File: config.mk
export PLATFORM = sky130hd
export DESIGN_NAME = alu_arbiter
export DESIGN_NICKNAME = d
export VERILOG_FILES = /design/src/rtl/alu_arbiter.sv
export SDC_FILE = /design/constraint.sdc
export NUM_CORES = 1
export LEC_CHECK = 0
export BUFFER_PORTS_ARGS = -buffer_cell sky130_fd_sc_hd__buf_4
export CAP_MARGIN = 20
export CORE_MARGIN = 8
export CORE_UTILIZATION = 45
export CTS_CLUSTER_SIZE = 24
export DETAILED_ROUTE_END_ITERATION = 16
export HOLD_SLACK_MARGIN = 0.03
export PLACE_DENSITY = 0.89
export SETUP_SLACK_MARGIN = 0.5
export SYNTH_ARGS = -nofsm -noshare
export SYNTH_HDL_FRONTEND = slang
export SYNTH_SLANG_ARGS = --single-unit
File: constraint.sdc
create_clock -name clk -period 1.65 [get_ports clk]
set_input_delay 0.2475 -clock clk [delete_from_list [all_inputs] [get_ports clk]]
set_output_delay 0.2475 -clock clk [all_outputs]
set_load 0.01 [all_outputs]
File: src/rtl/alu_arbiter.sv
// Round-robin arbiter that lets two requesters share one combinational ALU.
// Each operation is accepted in IDLE, executed in EXEC and held in RESP until the owner consumes it.
module alu_arbiter #(
  parameter int WIDTH = 16
) (
  input  logic             clk,
  input  logic             rst,

  input  logic             req0_valid,
  output logic             req0_ready,
  input  logic [WIDTH-1:0] req0_a,
  input  logic [WIDTH-1:0] req0_b,
  input  logic [2:0]       req0_sel,
  input  logic             req0_shamt,

  input  logic             req1_valid,
  output logic             req1_ready,
  input  logic [WIDTH-1:0] req1_a,
  input  logic [WIDTH-1:0] req1_b,
  input  logic [2:0]       req1_sel,
  input  logic             req1_shamt,

  output logic [WIDTH-1:0] alu_a,
  output logic [WIDTH-1:0] alu_b,
  output logic [2:0]       alu_sel,
  output logic             alu_shamt,
  input  logic [WIDTH-1:0] alu_result,
  input  logic             alu_carry,

  output logic             rsp0_valid,
  input  logic             rsp0_ready,
  output logic             rsp1_valid,
  input  logic             rsp1_ready,
  output logic [WIDTH-1:0] rsp_data,
  output logic             rsp_carry,

  output logic             busy
);

  typedef enum logic [1:0] {
    IDLE = 2'd0,
    EXEC = 2'd1,
    RESP = 2'd2
  } state_t;

  state_t           state;

  logic [WIDTH-1:0] op_a;
  logic [WIDTH-1:0] op_b;
  logic [2:0]       op_sel;
  logic             op_shamt;
  logic             owner;
  logic             rr_ptr;    // requester favoured when both are valid

  logic             grant_any;
  logic             grant_idx;
  logic [WIDTH-1:0] pick_a;
  logic [WIDTH-1:0] pick_b;
  logic [2:0]       pick_sel;
  logic             pick_shamt;
  logic             rsp_done;

  always_comb begin
    // NOTE: every always_comb output gets a default first so no path can infer a latch.
    grant_any  = req0_valid | req1_valid;
    grant_idx  = 1'b0;
    pick_a     = req0_a;
    pick_b     = req0_b;
    pick_sel   = req0_sel;
    pick_shamt = req0_shamt;

    if (req0_valid && req1_valid) begin
      grant_idx = rr_ptr;
    end else begin
      grant_idx = req1_valid;
    end

    if (grant_idx) begin
      pick_a     = req1_a;
      pick_b     = req1_b;
      pick_sel   = req1_sel;
      pick_shamt = req1_shamt;
    end

    // Ready is masked during reset so no handshake is ever visible while the block is being cleared.
    req0_ready = (state == IDLE) && !rst && req0_valid && !grant_idx;
    req1_ready = (state == IDLE) && !rst && req1_valid &&  grant_idx;
  end

  // The non-owner's consume signal is deliberately not looked at.
  assign rsp_done  = owner ? rsp1_ready : rsp0_ready;

  assign alu_a     = op_a;
  assign alu_b     = op_b;
  assign alu_sel   = op_sel;
  assign alu_shamt = op_shamt;

  always_ff @(posedge clk) begin
    // NOTE: sequential state uses non-blocking assignments so every register samples pre-edge values.
    if (rst) begin
      state      <= IDLE;
      op_a       <= '0;
      op_b       <= '0;
      op_sel     <= '0;
      op_shamt   <= 1'b0;
      owner      <= 1'b0;
      rr_ptr     <= 1'b0;
      rsp_data   <= '0;
      rsp_carry  <= 1'b0;
      rsp0_valid <= 1'b0;
      rsp1_valid <= 1'b0;
      busy       <= 1'b0;
    end else begin
      unique case (state)
        IDLE: begin
          if (grant_any) begin
            op_a     <= pick_a;
            op_b     <= pick_b;
            op_sel   <= pick_sel;
            op_shamt <= pick_shamt;
            owner    <= grant_idx;
            busy     <= 1'b1;
            state    <= EXEC;
          end
        end

        EXEC: begin
          rsp_data   <= alu_result;
          rsp_carry  <= alu_carry;
          rsp0_valid <= ~owner;
          rsp1_valid <=  owner;
          state      <= RESP;
        end

        RESP: begin
          if (rsp_done) begin
            rsp0_valid <= 1'b0;
            rsp1_valid <= 1'b0;
            busy       <= 1'b0;
            rr_ptr     <= ~owner;
            state      <= IDLE;
          end
        end

        default: begin
          rsp0_valid <= 1'b0;
          rsp1_valid <= 1'b0;
          busy       <= 1'b0;
          state      <= IDLE;
        end
      endcase
    end
  end

endmodule

**Word-level counts from Yosys, hierarchy flattened**

Cells that the tools add are included.

- Bits in latches: 0
- Input bits: 95
- Logic and storage cells: 48
- Bits in read-only memories: 0
- Memories kept: 0
- Bits in writable memories: 0
- Output and inout bits: 58
- Bits in registers: 60

- Bitwise operators: 4
- Reduce and logical (&&, ||, !) cells: 14
- Shift-type cells: 0
- Multiplexer cells: 14
- Div/mod/pow operators: 0
- $add $sub $neg: 0
- $mul: 0
- Equality and inequality tests: 4
- Order comparisons: 0

Operators by type and width:

| cell | count |
|---|---|
| 16-bit 2-to-1 mux | 2 |
| 1-bit one-hot mux with 3 select lines | 3 |
| 2-bit AND reduction | 4 |
| 1-bit logical AND | 6 |
| 2-bit one-hot mux with 3 select lines | 1 |
| 1-bit 2-to-1 mux | 5 |
| 2-bit 2-to-1 mux | 2 |
| 2-bit inequality test (second input constant) | 2 |
| 3-bit 2-to-1 mux | 1 |
| 1-bit NOT | 3 |
| 3-bit AND reduction | 1 |
| 2-bit by 1-bit equality test with 1-bit output (second input constant) | 1 |
| 2-bit equality test (second input constant) | 1 |
| 1-bit logical NOT | 2 |
| 2-bit logical NOT | 1 |
| 1-bit OR | 1 |

**Logic depth before layout (Yosys ltp)**

Gate-level depths: netlist (run 1).

- Word-level depth: 4
- Gate-level depth with buffers: 6
- Gate-level depth less buffers: 3

**Worst setup path before layout (run 1)**

OpenSTA, ideal clock, no wires.

- Kind: register to output
- Start point: register rr_ptr
- End point: output req1_ready
- Arrival: 1145 ps
- Required time: 1402 ps
- Path slack: 257 ps
- Buffers on the path: 2
- Cell stages (with the launch flop): 6
- Path through: dfxtp_1 nand2b_1 buf_2 buf_2 nand2_1 nor3_1

- Longest elaborated chain between the ends: 2

Ends and longest elaborated chain:

| element | RTL line | text |
|---|---|---|
| from (decl) | 53 | `logic rr_ptr;` |
| from (signal assigned) | 140 | `rr_ptr <= ~owner;` |
| 1-bit 2-to-1 mux | 72 | `if (req0_valid && req1_valid) begin` |
| 1-bit logical AND | 87 | `req1_ready = (state == IDLE) && !rst && req1_valid && grant_idx;` |
| to (decl) | 17 | `output logic req1_ready,` |

Every way passes these cells.

**Worst setup path after layout (run 1)**

- Start point: register state[1]
- End point: output req0_ready

- Longest elaborated chain between the ends: 4

Ends and longest elaborated chain:

| element | RTL line | text |
|---|---|---|
| from (decl) | 46 | `state_t state;` |
| from (signal assigned) | 101 | `state <= IDLE;` |
| from (signal assigned) | 123 | `state <= EXEC;` |
| from (signal assigned) | 132 | `state <= RESP;` |
| 2-bit logical NOT | 86 | `req0_ready = (state == IDLE) && !rst && req0_valid && !grant_idx;` |
| 1-bit logical AND (3 in series) | 86 |  |
| to (decl) | 10 | `output logic req0_ready,` |

Every way passes these cells.

==> reports/summary.json, run 1 <==
{
  "path_max_fanout": {"value": 5},
  "synthesis.area_per_instance": {"value": 8.61, "unit": "sq um"},
  "cp-startpoint": {"value": "state[1]$_SDFFE_PP0P_"},
  "power.static_leakage": {"value": 2.15, "unit": "nW"},
  "worstMarginPinSlew": {"value": 0.456, "unit": "ns"},
  "clock_tree.htree_level_count": {"value": 3},
  "maxSlewHeadroom": {"value": 0.695},
  "synth_top_cell_by_area": {"value": "sky130_fd_sc_hd__dfxtp_1"},
  "crit_required": {"value": 1.40, "unit": "ns"},
  "gp_congestion": {"value": 0.765},
  "floorplan.initialDensity": {"value": 0.454},
  "cellPowerDensity": {"value": 954, "unit": "nW/um^2"},
  "numCtsBuffers": {"value": 9},
  "crit_buf_inv": {"value": 1},
  "finalWorstPathRequiredPeriod": {"value": 1.60, "unit": "ns"},
  "max_freq": {"value": 0.625, "unit": "GHz"},
  "net-switching-power": {"value": 1.33, "unit": "mW"},
  "sw_frac_of_total": {"value": 0.287},
  "dr.first_iter.drc_count": {"value": 199},
  "final_hold_viol_count": {"value": 0},
  "clkLatencyLatePin": {"value": 0.34, "unit": "ns"},
  "cts_root_buf": {"value": "sky130_fd_sc_hd__clkbuf_8"},
  "grt_pass1_vias": {"value": 3108},
  "fin_nets": {"value": 589},
  "fp.dieArea": {"value": 9040, "unit": "sq um"},
  "cell_area_after_synthesis": {"value": 2810, "unit": "sq um"},
  "hp-start": {"value": "alu_result[14]"},
  "most_common_cell_after_layout_fill_and_taps_aside": {"value": "sky130_fd_sc_hd__buf_4"},
  "route.vias.total": {"value": 3293},
  "timing.critical_path.from_type": {"value": "register"},
  "timing.final.ws_setup": {"value": 0.0502, "unit": "ns"},
  "finalInstanceArea": {"value": 4850, "unit": "sq um"},
  "setup-violations-final": {"value": 0},
  "post-route-period-util": {"value": 0.970},
  "drt_wl_total": {"value": 11.0, "unit": "mm"},
  "top_library_cells_by_usage_in_the_layout_fill_and_taps_aside": {"value": "sky130_fd_sc_hd__buf_4, sky130_fd_sc_hd__dfxtp_1, sky130_fd_sc_hd__nor2b_1"},
  "synth_ff_type": {"value": "sky130_fd_sc_hd__dfxtp_1"},
  "row_count": {"value": 29},
  "worst_hold_path_type": {"value": "primary input to register"},
  "area_share_of_the_leading_cell_type_in_the_synthesized_netlist": {"value": 0.427},
  "routed_via_density": {"value": 5.72},
  "status": {"value": "complete, no violations"},
  "cp_top_family": {"value": "simple AND/OR/NAND/NOR gates"},
  "sequential_fraction_of_design_power": {"value": 0.371},
  "area_delta_synth_final": {"value": 72.4, "unit": "%"},
  "clkPwrFrac": {"value": 0.320},
  "vdd_ir_drop_max": {"value": 654, "unit": "uV"},
  "antenna_violations_before_repair": {"value": 0},
  "clock_skew": {"value": 0.0106, "unit": "ns"},
  "crit_arrival": {"value": 1.35, "unit": "ns"},
  "chipWidth": {"value": 95.1, "unit": "um"},
  "die_height": {"value": 95.1, "unit": "um"},
  "drt-pass1-iter-count": {"value": 4},
  "hold_slack": {"value": 0.158, "unit": "ns"},
  "antenna_left": {"value": 0},
  "clk_pin_slew": {"value": 0.07, "unit": "ns"},
  "synth.yosys.warnings": {"value": 0},
  "r2r_start": {"value": "state[1]$_SDFFE_PP0P_"},
  "internal-power": {"value": 3.30, "unit": "mW"},
  "utilization": {"value": 0.782},
  "synth_area_leaders": {"value": "sky130_fd_sc_hd__dfxtp_1, sky130_fd_sc_hd__o32a_1, sky130_fd_sc_hd__a21oi_1, sky130_fd_sc_hd__a311oi_1, sky130_fd_sc_hd__a21boi_0"},
  "track_usage": {"value": 0.208},
  "antenna-diode-count": {"value": 0},
  "totalNegativeSetupSlack": {"value": 0, "unit": "ns"},
  "timing.max_cap.violations": {"value": 0},
  "synth-seq-cells": {"value": 60},
  "asyncSetResetFlopFracSynth": {"value": 0},
  "synthCells": {"value": 327},
  "io_pins": {"value": 153},
  "tritoncts_num_sinks": {"value": 60},
  "post-place-ws": {"value": 0.202, "unit": "ns"},
  "numPortBuffers": {"value": 152},
  "synth.net_count": {"value": 422},
  "place.detailed.hpwl": {"value": 6.71, "unit": "mm"},
  "wl_per_cell": {"value": 19.2, "unit": "um"},
  "grt_remaining_overflow": {"value": 0},
  "final_layout_size_suffix_gt1_frac": {"value": 0.543},
  "clock_path_buffers": {"value": 2},
  "synth_cell_types": {"value": 28},
  "synth-edff-count": {"value": 0},
  "critical_path.cell_chain": {"value": "or2_4 > nor2_2 > and3_4 > buf_4"},
  "grt_setup_unrepaired": {"value": "yes"},
  "end_kind": {"value": "primary output"},
  "grt_start_max_net_pins": {"value": 40},
  "critPathKind": {"value": "register to primary output"},
  "worst_path_max_delay_cell": {"value": "sky130_fd_sc_hd__dfxtp_4"},
  "grt_first_pass_wirelength": {"value": 15.1, "unit": "mm"},
  "fp.coreArea": {"value": 6200, "unit": "sq um"},
  "slowest_delay": {"value": 0.35, "unit": "ns"},
  "detail_route.drc_violations": {"value": 0},
  "place_area": {"value": 4000, "unit": "sq um"},
  "cts_tree": {"value": "done"},
  "comb_power_share": {"value": 0.309},
  "timing.final.max_slew_violations": {"value": 0},
  "synth_sequential_area_ratio": {"value": 0.427}
}
==> worst paths after layout <==
kind                                     to  slack, ns  depth (start not counted)
setup / recovery                 req0_ready       0.05                          4
setup reg to reg      alu_a[6]$_SDFFE_PP0P_       0.16                          7
hold reg to reg    rsp_data[4]$_SDFFE_PP0N_       0.46                          2
hold / removal    rsp_data[14]$_SDFFE_PP0N_       0.16                          3
==> tightest hold or removal path, cell delays in order <==
cell	delay, ns
sky130_fd_sc_hd__buf_4	0.11
sky130_fd_sc_hd__nand2_1	0.04
sky130_fd_sc_hd__a21oi_1	0.05
==> stage by stage <==
step | instances | power, mW
after floorplan | 327 | 2.29
after global placement | 534 | 2.79
after detailed placement | 534 | 2.82
after CTS | 558 | 4.40
after global routing | 576 | 4.82
final | 576 | 4.63
==> flip-flops by register name, indices dropped and copies added (netlist names) <==
signal and flops:
alu_a 16, alu_b 16, rsp_data 16, alu_sel 3, state 2, alu_shamt 1, busy 1, owner 1
rr_ptr 1, rsp0_valid 1, rsp1_valid 1, rsp_carry 1
==> final cells by class <==
| cell class | count | area [sq um] |
|---|---|---|
| clock inverter | 4 | 72.6 |
| clock buffer | 12 | 145 |
| tap | 77 | 96.3 |
| sequential | 60 | 1210 |
| multi-input combinational | 231 | 1690 |
| inverter | 3 | 11.3 |
| timing repair buffer | 189 | 1630 |
| fill | 410 | 1350 |
==> cells by family (layout without fill, tap and decap cells) <==
family	after synthesis	in the layout	share of synthesized area
buf+inv	38	208	0.0707
compound gates	114	114	0.281
flops	60	60	0.427
simple gates	114	116	0.218
mux	1	1	0.00356
==> power by group through the flow <==
| stage | Combinational, mW | Sequential [mW] | Clock [mW] |
|---|---|---|---|
| after floorplan | 0.498 | 1.80 | 0 |
| after global placement | 1.06 | 1.73 | 0 |
| after detailed placement | 1.08 | 1.74 | 0 |
| after CTS | 1.20 | 1.70 | 1.50 |
| after global routing | 1.52 | 1.73 | 1.56 |
| final | 1.43 | 1.72 | 1.48 |
==> routing by layer <==
metal | up-vias | share of wire | GRT usage
met1 | 1585 | 0.38 | 0.247
met2 | 157 | 0.51 | 0.338
met3 | 20 | 0.090 | 0.0661
met5 | - | 0 | 0
li1 | 1531 | - | -
met4 | 0 | 0.019 | 0.0871
==> cell usage after synthesis (3+ instances only) <==
master                     instances
sky130_fd_sc_hd__a21boi_0         19
sky130_fd_sc_hd__a21oi_1          36
sky130_fd_sc_hd__a311oi_1         17
sky130_fd_sc_hd__and3_1           20
sky130_fd_sc_hd__buf_2            18
sky130_fd_sc_hd__buf_6             4
sky130_fd_sc_hd__clkbuf_1         12
sky130_fd_sc_hd__dfxtp_1          60
sky130_fd_sc_hd__inv_1             3
sky130_fd_sc_hd__nand2_1          36
sky130_fd_sc_hd__nand3_1          19
sky130_fd_sc_hd__nor2_1            4
sky130_fd_sc_hd__nor2b_1          22
sky130_fd_sc_hd__o21ai_0          18
sky130_fd_sc_hd__o32a_1           19
==> repair_timing <==
action | in CTS | in global routing
gates resized for setup | 21 | 75
hold buffers | 0 | 0
endpoints found under the setup margin | 61 | 59
cloned | 2 | 10
setup buffers | 6 | 8
pin swaps | 7 | 59
hold endpoints to repair | 0 | 0
No activity file was read; power rests on OpenSTA's default activity.
==> run 2, diff against run 1 <==
- CORE_MARGIN: 8 -> 2
- TNS_END_PERCENT: unset -> 1
- clock period: 1.65 -> 1.5 ns (I/O delays scaled with it)
==> run 2 against run 1 <==
  * The flow now finishes with violations (negative setup slack)
  * Sequential share of layout area rose by 1.3 points
  * Clock power rose by 14%
  * Sequential cell count did not move
  * Count of clock-buffer cells in the layout did not move
  * Combinational power barely moved
  * Sequential power rose by 12%
  * Setup slack got worse by 0.14 ns
  * Critical endpoint unchanged
==> reports/summary.json, run 2 (synthesized netlist as in run 1, its figures left out) <==
{
  "hp-start": {"value": "rst", "change": "was alu_result[14]"},
  "max_freq": {"value": 0.630, "unit": "GHz"},
  "failed_checks": {"value": "negative setup slack"},
  "worst_hold_path_type": {"value": "primary input to register", "change": "unchanged"},
  "final_layout_size_suffix_gt1_frac": {"value": 0.598, "change": "was 0.543"},
  "routed_via_density": {"value": 5.75, "change": "was 5.72"},
  "grt_pass1_vias": {"value": 3064, "change": "was 3108"},
  "antenna-diode-count": {"value": 0, "change": "unchanged"},
  "grt_start_max_net_pins": {"value": 41, "change": "was 40"},
  "dr.first_iter.drc_count": {"value": 169, "change": "was 199"},
  "vdd_ir_drop_max": {"value": 904, "unit": "uV", "change": "was 654 uV"},
  "finalWorstPathRequiredPeriod": {"value": 1.59, "unit": "ns"},
  "clock_path_buffers": {"value": 2, "change": "unchanged"},
  "track_usage": {"value": 0.255, "change": "was 0.208"},
  "numCtsBuffers": {"value": 9, "change": "unchanged"},
  "path_max_fanout": {"value": 3, "change": "was 5"},
  "regToRegSetupSlack": {"value": -0.03, "unit": "ns", "change": "was 0.16 ns"},
  "die_height": {"value": 83.1, "unit": "um", "change": "was 95.1 um"},
  "route.vias.total": {"value": 3203, "change": "was 3293"},
  "detail_route.drc_violations": {"value": 0, "change": "unchanged"},
  "timing.final.ws_setup": {"value": -0.0873, "unit": "ns", "change": "was 0.0502 ns"},
  "antenna_violations_before_repair": {"value": 0, "change": "unchanged"},
  "clkLatencyLatePin": {"value": 0.32, "unit": "ns", "change": "was 0.34 ns"},
  "drt_wl_total": {"value": 9.32, "unit": "mm", "change": "was 11.0 mm"},
  "timing.critical_path.from_type": {"value": "register", "change": "unchanged"},
  "row_count": {"value": 28, "change": "was 29"},
  "timing.max_cap.violations": {"value": 0, "change": "unchanged"},
  "cts_root_buf": {"value": "sky130_fd_sc_hd__clkbuf_8", "change": "unchanged"},
  "status": {"value": "finished with violations", "change": "was complete, no violations"},
  "wl_per_cell": {"value": 16.7, "unit": "um", "change": "was 19.2 um"},
  "setup-violations-final": {"value": 28, "change": "was 0"},
  "numPortBuffers": {"value": 152, "change": "unchanged"},
  "post-route-period-util": {"value": 1.06},
  "tritoncts_num_sinks": {"value": 60, "change": "unchanged"},
  "fp.dieArea": {"value": 6900, "unit": "sq um", "change": "was 9040 sq um"},
  "power.static_leakage": {"value": 2.09, "unit": "nW", "change": "was 2.15 nW"},
  "clock_skew": {"value": 0.00508, "unit": "ns", "change": "was 0.0106 ns"},
  "drt-pass1-iter-count": {"value": 6, "change": "was 4"},
  "worstMarginPinSlew": {"value": 0.759, "unit": "ns", "change": "was 0.456 ns"},
  "area_delta_synth_final": {"value": 69.6, "unit": "%", "change": "was 72.4%"},
  "antenna_left": {"value": 0, "change": "unchanged"},
  "hold_slack": {"value": 0.141, "unit": "ns", "change": "was 0.158 ns"},
  "maxSlewHeadroom": {"value": 0.492, "change": "was 0.695"},
  "critPathKind": {"value": "register to primary output", "change": "unchanged"},
  "crit_required": {"value": 1.27, "unit": "ns", "change": "was 1.40 ns"},
  "place_area": {"value": 4050, "unit": "sq um", "change": "was 4000 sq um"},
  "end_kind": {"value": "primary output", "change": "unchanged"},
  "r2r_start": {"value": "state[1]$_SDFFE_PP0P_", "change": "unchanged"},
  "fp.coreArea": {"value": 5990, "unit": "sq um", "change": "was 6200 sq um"},
  "grt_remaining_overflow": {"value": 0, "change": "unchanged"},
  "grt_first_pass_wirelength": {"value": 14.6, "unit": "mm", "change": "was 15.1 mm"},
  "io_pins": {"value": 153, "change": "unchanged"},
  "clk_pin_slew": {"value": 0.07, "unit": "ns", "change": "about the same"},
  "grt_setup_unrepaired": {"value": "yes", "change": "unchanged"},
  "cellPowerDensity": {"value": 1050, "unit": "nW/um^2", "change": "was 954 nW/um^2"},
  "cts_tree": {"value": "done", "change": "unchanged"},
  "crit_arrival": {"value": 1.36, "unit": "ns", "change": "was 1.35 ns"},
  "final_hold_viol_count": {"value": 0, "change": "unchanged"},
  "chipWidth": {"value": 83.1, "unit": "um", "change": "was 95.1 um"},
  "gp_congestion": {"value": 0.798, "change": "was 0.765"},
  "place.detailed.hpwl": {"value": 5.97, "unit": "mm", "change": "was 6.71 mm"},
  "most_common_cell_after_layout_fill_and_taps_aside": {"value": "sky130_fd_sc_hd__buf_4", "change": "unchanged"},
  "finalInstanceArea": {"value": 4770, "unit": "sq um", "change": "was 4850 sq um"},
  "top_library_cells_by_usage_in_the_layout_fill_and_taps_aside": {"value": "sky130_fd_sc_hd__buf_4, sky130_fd_sc_hd__dfxtp_2, sky130_fd_sc_hd__buf_6", "change": "was sky130_fd_sc_hd__buf_4, sky130_fd_sc_hd__dfxtp_1, sky130_fd_sc_hd__nor2b_1"},
  "clock_tree.htree_level_count": {"value": 3, "change": "unchanged"},
  "cp-startpoint": {"value": "state[1]$_SDFFE_PP0P_", "change": "unchanged"},
  "fin_nets": {"value": 572, "change": "was 589"},
  "postCtsHoldBufs": {"value": 0, "change": "unchanged"},
  "timing.final.max_slew_violations": {"value": 0, "change": "unchanged"},
  "floorplan.initialDensity": {"value": 0.470, "change": "was 0.454"}
}
-- run 2: cell count changes in the layout (fill, tap and decap cells not counted), sizes merged --
cell	previous run	this run
clkinv	1	2
or2b	3	1
clkinvlp	1	0
clkbuf	15	12
bufbuf	0	2
buf	186	172
-- run 2: metrics by stage --
stage	power, mW	setup slack [ns]	utilization	cells	TNS [ns]
3_5_place_dp	3.10	-0.0297	0.676	538	-0.214
3_3_place_gp	3.07	-0.0220	0.676	538	-0.402
6_report	5.01	-0.0873	0.797	557	-0.361
2_1_floorplan	2.51	0.223	-	327	0
5_1_grt	5.22	-0.145	0.797	557	-3.07
4_1_cts	4.95	-0.0968	0.770	557	-0.267
-- run 2: layout make-up --
type                            instances  area (sq um)
Multi-Input combinational cell        229          1630
Timing Repair Buffer                  174          1550
Sequential cell                        60          1250
Fill cell                             380          1220
Clock buffer                           12           165
Tap cell                               75          93.8
Clock inverter                          4          70.1
Inverter                                3          11.3
-- run 2: repair_timing --
item,CTS,global route
gates resized for setup,92,52
buffers inserted,1,0
endpoints found under the setup margin,114,115
pin swaps,19,43
cloned,2,0
-- run 2: path summary, 6_finish.rpt --
check,endpoint,cells past startpoint
max,req0_ready,5
min,alu_b[13]$_SDFFE_PP0P_,2
max reg2reg,alu_b[10]$_SDFFE_PP0P_,5
min reg2reg,rr_ptr$_SDFFE_PP0P_,1
-- run 2: metal layers --
layer,track usage,wire length [um],up-vias
li1,-,-,1495
met2,0.433,4660,192
met1,0.309,3580,1488
met3,0.0567,785,28
met4,0.110,295,0
met5,0,0,-
-- run 2: power by group --
part	total (mW)	switching [mW]	internal, mW	leakage [nW]
clock	1.69	0.625	1.07	0.122
combinational	1.40	0.617	0.786	1.45
sequential	1.92	0.123	1.80	0.511
-- run 2: worst max-delay path, cell delays in order (launching register included) --
cell and delay, ns:
sky130_fd_sc_hd__dfxtp_2 0.32, sky130_fd_sc_hd__or2_4 0.26, sky130_fd_sc_hd__buf_6 0.12, sky130_fd_sc_hd__nor2_2 0.07, sky130_fd_sc_hd__and3_4 0.17, sky130_fd_sc_hd__buf_6 0.10
==> run 3, diff against run 2 <==
- CORE_UTILIZATION: 45 -> 35
- PLACE_DENSITY: 0.89 -> 0.73
==> run 3 against run 2 <==
  * The run still ends with negative setup slack left
  * Total power fell by 0.47%
  * Worst hold slack better by 0.0088 ns
  * Critical path depth stayed put
  * Die area increased by 27%
  * Clock power about the same
  * Via count is 4.4% lower
  * Combinational power hardly changed
  * Sequential share of layout area is 0.069 points lower
  * Critical endpoint unchanged
  * Largest cell class unchanged
  * Largest power group unchanged
  * Highest routed layer unchanged
==> reports/summary.json, run 3 (synthesized netlist as in run 1, its figures left out) <==
{
  "worst_hold_path_type": {"value": "primary input to register", "change": "unchanged"},
  "clkLatencyLatePin": {"value": 0.33, "unit": "ns", "change": "was 0.32 ns"},
  "numCtsBuffers": {"value": 9, "change": "unchanged"},
  "floorplan.initialDensity": {"value": 0.362, "change": "was 0.470"},
  "final_layout_size_suffix_gt1_frac": {"value": 0.586, "change": "was 0.598"},
  "die_height": {"value": 93.7, "unit": "um", "change": "was 83.1 um"},
  "end_kind": {"value": "primary output", "change": "unchanged"},
  "antenna_violations_before_repair": {"value": 0, "change": "unchanged"},
  "cp_top_family": {"value": "simple AND/OR/NAND/NOR gates", "change": "unchanged"},
  "clock_path_buffers": {"value": 2, "change": "unchanged"},
  "timing.max_cap.violations": {"value": 0, "change": "unchanged"},
  "grt_first_pass_wirelength": {"value": 13.9, "unit": "mm", "change": "was 14.6 mm"},
  "cts_root_buf": {"value": "sky130_fd_sc_hd__clkbuf_8", "change": "unchanged"},
  "top_library_cells_by_usage_in_the_layout_fill_and_taps_aside": {"value": "sky130_fd_sc_hd__buf_4, sky130_fd_sc_hd__buf_6, sky130_fd_sc_hd__dfxtp_2", "change": "was sky130_fd_sc_hd__buf_4, sky130_fd_sc_hd__dfxtp_2, sky130_fd_sc_hd__buf_6"},
  "cp-startpoint": {"value": "state[0]$_SDFFE_PP0P_", "change": "was state[1]$_SDFFE_PP0P_"},
  "crit_required": {"value": 1.27, "unit": "ns", "change": "about the same"},
  "row_count": {"value": 32, "change": "was 28"},
  "routed_via_density": {"value": 5.25, "change": "was 5.75"},
  "net-switching-power": {"value": 1.35, "unit": "mW", "change": "was 1.37 mW"},
  "io_pins": {"value": 153, "change": "unchanged"},
  "grt_setup_unrepaired": {"value": "yes", "change": "unchanged"},
  "tritoncts_num_sinks": {"value": 60, "change": "unchanged"},
  "drt_wl_total": {"value": 9.14, "unit": "mm", "change": "was 9.32 mm"},
  "grt_pass1_vias": {"value": 2910, "change": "was 3064"},
  "drt-pass1-iter-count": {"value": 4, "change": "was 6"},
  "chipWidth": {"value": 93.7, "unit": "um", "change": "was 83.1 um"},
  "critical_path.cell_chain": {"value": "or2_4 > buf_6 > nor2_1 > and3_1 > buf_6", "change": "was or2_4 > buf_6 > nor2_2 > and3_4 > buf_6"},
  "slowest_delay": {"value": 0.32, "unit": "ns", "change": "about the same"},
  "cp.depth": {"value": 5, "change": "unchanged"},
  "path_max_fanout": {"value": 4, "change": "was 3"},
  "finalWorstPathRequiredPeriod": {"value": 1.60, "unit": "ns", "change": "was 1.59 ns"},
  "internal-power": {"value": 3.64, "unit": "mW", "change": "was 3.65 mW"},
  "failed_checks": {"value": "negative setup slack", "change": "unchanged"},
  "clk_pin_slew": {"value": 0.06, "unit": "ns", "change": "was 0.07 ns"},
  "post-route-period-util": {"value": 1.07, "change": "was 1.06"},
  "vdd_ir_drop_max": {"value": 512, "unit": "uV", "change": "was 904 uV"},
  "grt_start_max_net_pins": {"value": 42, "change": "was 41"},
  "antenna_left": {"value": 0, "change": "unchanged"},
  "comb_power_share": {"value": 0.278, "change": "was 0.280"},
  "numPortBuffers": {"value": 152, "change": "unchanged"},
  "sequential_fraction_of_design_power": {"value": 0.384, "change": "was 0.383"},
  "post-place-ws": {"value": -0.0686, "unit": "ns", "change": "was -0.0297 ns"},
  "gp_congestion": {"value": 0.785, "change": "was 0.798"},
  "power.static_leakage": {"value": 2.07, "unit": "nW", "change": "was 2.09 nW"},
  "timing.critical_path.from_type": {"value": "register", "change": "unchanged"},
  "critical_path.endpoint": {"value": "req0_ready", "change": "unchanged"},
  "place.detailed.hpwl": {"value": 6.03, "unit": "mm", "change": "was 5.97 mm"},
  "worst_path_max_delay_cell": {"value": "sky130_fd_sc_hd__dfxtp_2", "change": "unchanged"},
  "status": {"value": "finished with violations", "change": "unchanged"},
  "timing.final.max_slew_violations": {"value": 0, "change": "unchanged"},
  "max_freq": {"value": 0.624, "unit": "GHz", "change": "was 0.630 GHz"},
  "crit_arrival": {"value": 1.38, "unit": "ns", "change": "was 1.36 ns"},
  "setup-violations-final": {"value": 21, "change": "was 28"},
  "maxSlewHeadroom": {"value": 0.475, "change": "was 0.492"},
  "critPathKind": {"value": "register to primary output", "change": "unchanged"},
  "fin_nets": {"value": 571, "change": "was 572"},
  "final_hold_viol_count": {"value": 0, "change": "unchanged"},
  "postCtsHoldBufs": {"value": 0, "change": "unchanged"},
  "clock_tree.htree_level_count": {"value": 3, "change": "unchanged"},
  "utilization": {"value": 0.616, "change": "was 0.797"},
  "area_delta_synth_final": {"value": 70.1, "unit": "%", "change": "was 69.6%"},
  "track_usage": {"value": 0.201, "change": "was 0.255"},
  "reg2reg_depth": {"value": 3, "change": "was 5"},
  "regToRegSetupSlack": {"value": -0.03, "unit": "ns", "change": "about the same"},
  "route.vias.total": {"value": 3061, "change": "was 3203"},
  "fp.coreArea": {"value": 7770, "unit": "sq um", "change": "was 5990 sq um"},
  "timing.final.ws_setup": {"value": -0.103, "unit": "ns", "change": "was -0.0873 ns"},
  "most_common_cell_after_layout_fill_and_taps_aside": {"value": "sky130_fd_sc_hd__buf_4", "change": "unchanged"},
  "grt_remaining_overflow": {"value": 0, "change": "unchanged"},
  "cts_tree": {"value": "done", "change": "unchanged"},
  "timing.critical_path.mode_cell": {"value": "sky130_fd_sc_hd__buf_6", "change": "unchanged"},
  "regToRegEndpoint": {"value": "alu_a[1]$_SDFFE_PP0P_", "change": "was alu_b[10]$_SDFFE_PP0P_"},
  "fp.dieArea": {"value": 8770, "unit": "sq um", "change": "was 6900 sq um"},
  "worstMarginPinSlew": {"value": 0.786, "unit": "ns", "change": "was 0.759 ns"},
  "sw_frac_of_total": {"value": 0.270, "change": "was 0.272"},
  "clock_skew": {"value": 0.0117, "unit": "ns", "change": "was 0.00508 ns"},
  "antenna-diode-count": {"value": 0, "change": "unchanged"},
  "clkPwrFrac": {"value": 0.339, "change": "was 0.338"},
  "overall_power_consumption": {"value": 4.99, "unit": "mW", "change": "was 5.01 mW"},
  "crit_buf_inv": {"value": 2, "change": "unchanged"},
  "detail_route.drc_violations": {"value": 0, "change": "unchanged"},
  "r2r_start": {"value": "state[0]$_SDFFE_PP0P_", "change": "was state[1]$_SDFFE_PP0P_"},
  "cellPowerDensity": {"value": 1040, "unit": "nW/um^2", "change": "was 1050 nW/um^2"},
  "wl_per_cell": {"value": 15.7, "unit": "um", "change": "was 16.7 um"},
  "dr.first_iter.drc_count": {"value": 118, "change": "was 169"}
}
run 3: changes by cell type in the layout (fill, tap and decap cells not counted), moves of 2 or more:
cell and change:
sky130_fd_sc_hd__a21oi_2 +5, sky130_fd_sc_hd__buf_4 -4, sky130_fd_sc_hd__buf_6 +3, sky130_fd_sc_hd__a21oi_1 -5, sky130_fd_sc_hd__nand2_2 -6, sky130_fd_sc_hd__nand2_4 -2, sky130_fd_sc_hd__nand2_1 +8
run 3: how the worst min path moves through the flow:
stage / start / endpoint / slack [ns] / cells past startpoint
3_5_place_dp: rsp_data[11]$_SDFFE_PP0N_ / rsp_data[11]$_SDFFE_PP0N_ / 0.45 / 2
6_report: alu_result[2] / rsp_data[2]$_SDFFE_PP0N_ / 0.15 / 3
4_1_cts: alu_result[0] / rsp_data[0]$_SDFFE_PP0N_ / 0.13 / 3
2_1_floorplan: alu_carry / rsp_carry$_SDFFE_PP0N_ / 0.36 / 2
5_1_grt: alu_result[2] / rsp_data[2]$_SDFFE_PP0N_ / 0.13 / 3
3_3_place_gp: rsp_carry$_SDFFE_PP0N_ / rsp_carry$_SDFFE_PP0N_ / 0.44 / 2
run 3: stage by stage:
stage,setup TNS [ns],hold slack (ns),area [sq um],cells
global route,-2.43,0.127,4790,583
floorplan,0,0.361,2830,327
global placement,-0.755,0.443,4060,563
CTS,-1.02,0.127,4650,583
finish,-0.416,0.149,4790,583
detailed placement,-0.924,0.450,4060,563
run 3: repair_timing:
action / CTS / global route
pin swaps: 55 / 47
endpoints found under the setup margin: 118 / 118
resized for setup: 105 / 38
buffers inserted: 2 / 0
cloned: 2 / 0
run 3: worst min-delay path: cells and delay by family:
kind | cells | cell delay (ns)
buffers and inverters | 1 | 0.11
AND/OR/NAND/NOR | 1 | 0.06
AO/OA/AOI/OAI | 1 | 0.05
run 3: cell type report:
type	instances	area (sq um)
multi-input cells	229	1610
clock buffers	12	165
clock inverters	4	70.1
repair buffers	173	1550
fillers	647	2980
inverters	3	11.3
well taps	102	128
flip-flops and latches	60	1250
run 3: power groups by stage:
stage               clock [mW]  sequential [mW]  combinational, mW
CTS                       1.74             1.91               1.34
floorplan                    0             1.98              0.534
global route              1.81             1.94               1.50
finish                    1.69             1.91               1.39
global placement             0             1.90               1.17
detailed placement           0             1.90               1.19
run 3: metal layers:
metal / share of wire / global-route usage
met1: 0.42 / 0.246
met2: 0.50 / 0.339
met3: 0.061 / 0.0562
met4: 0.026 / 0.0676
met5: 0 / 0
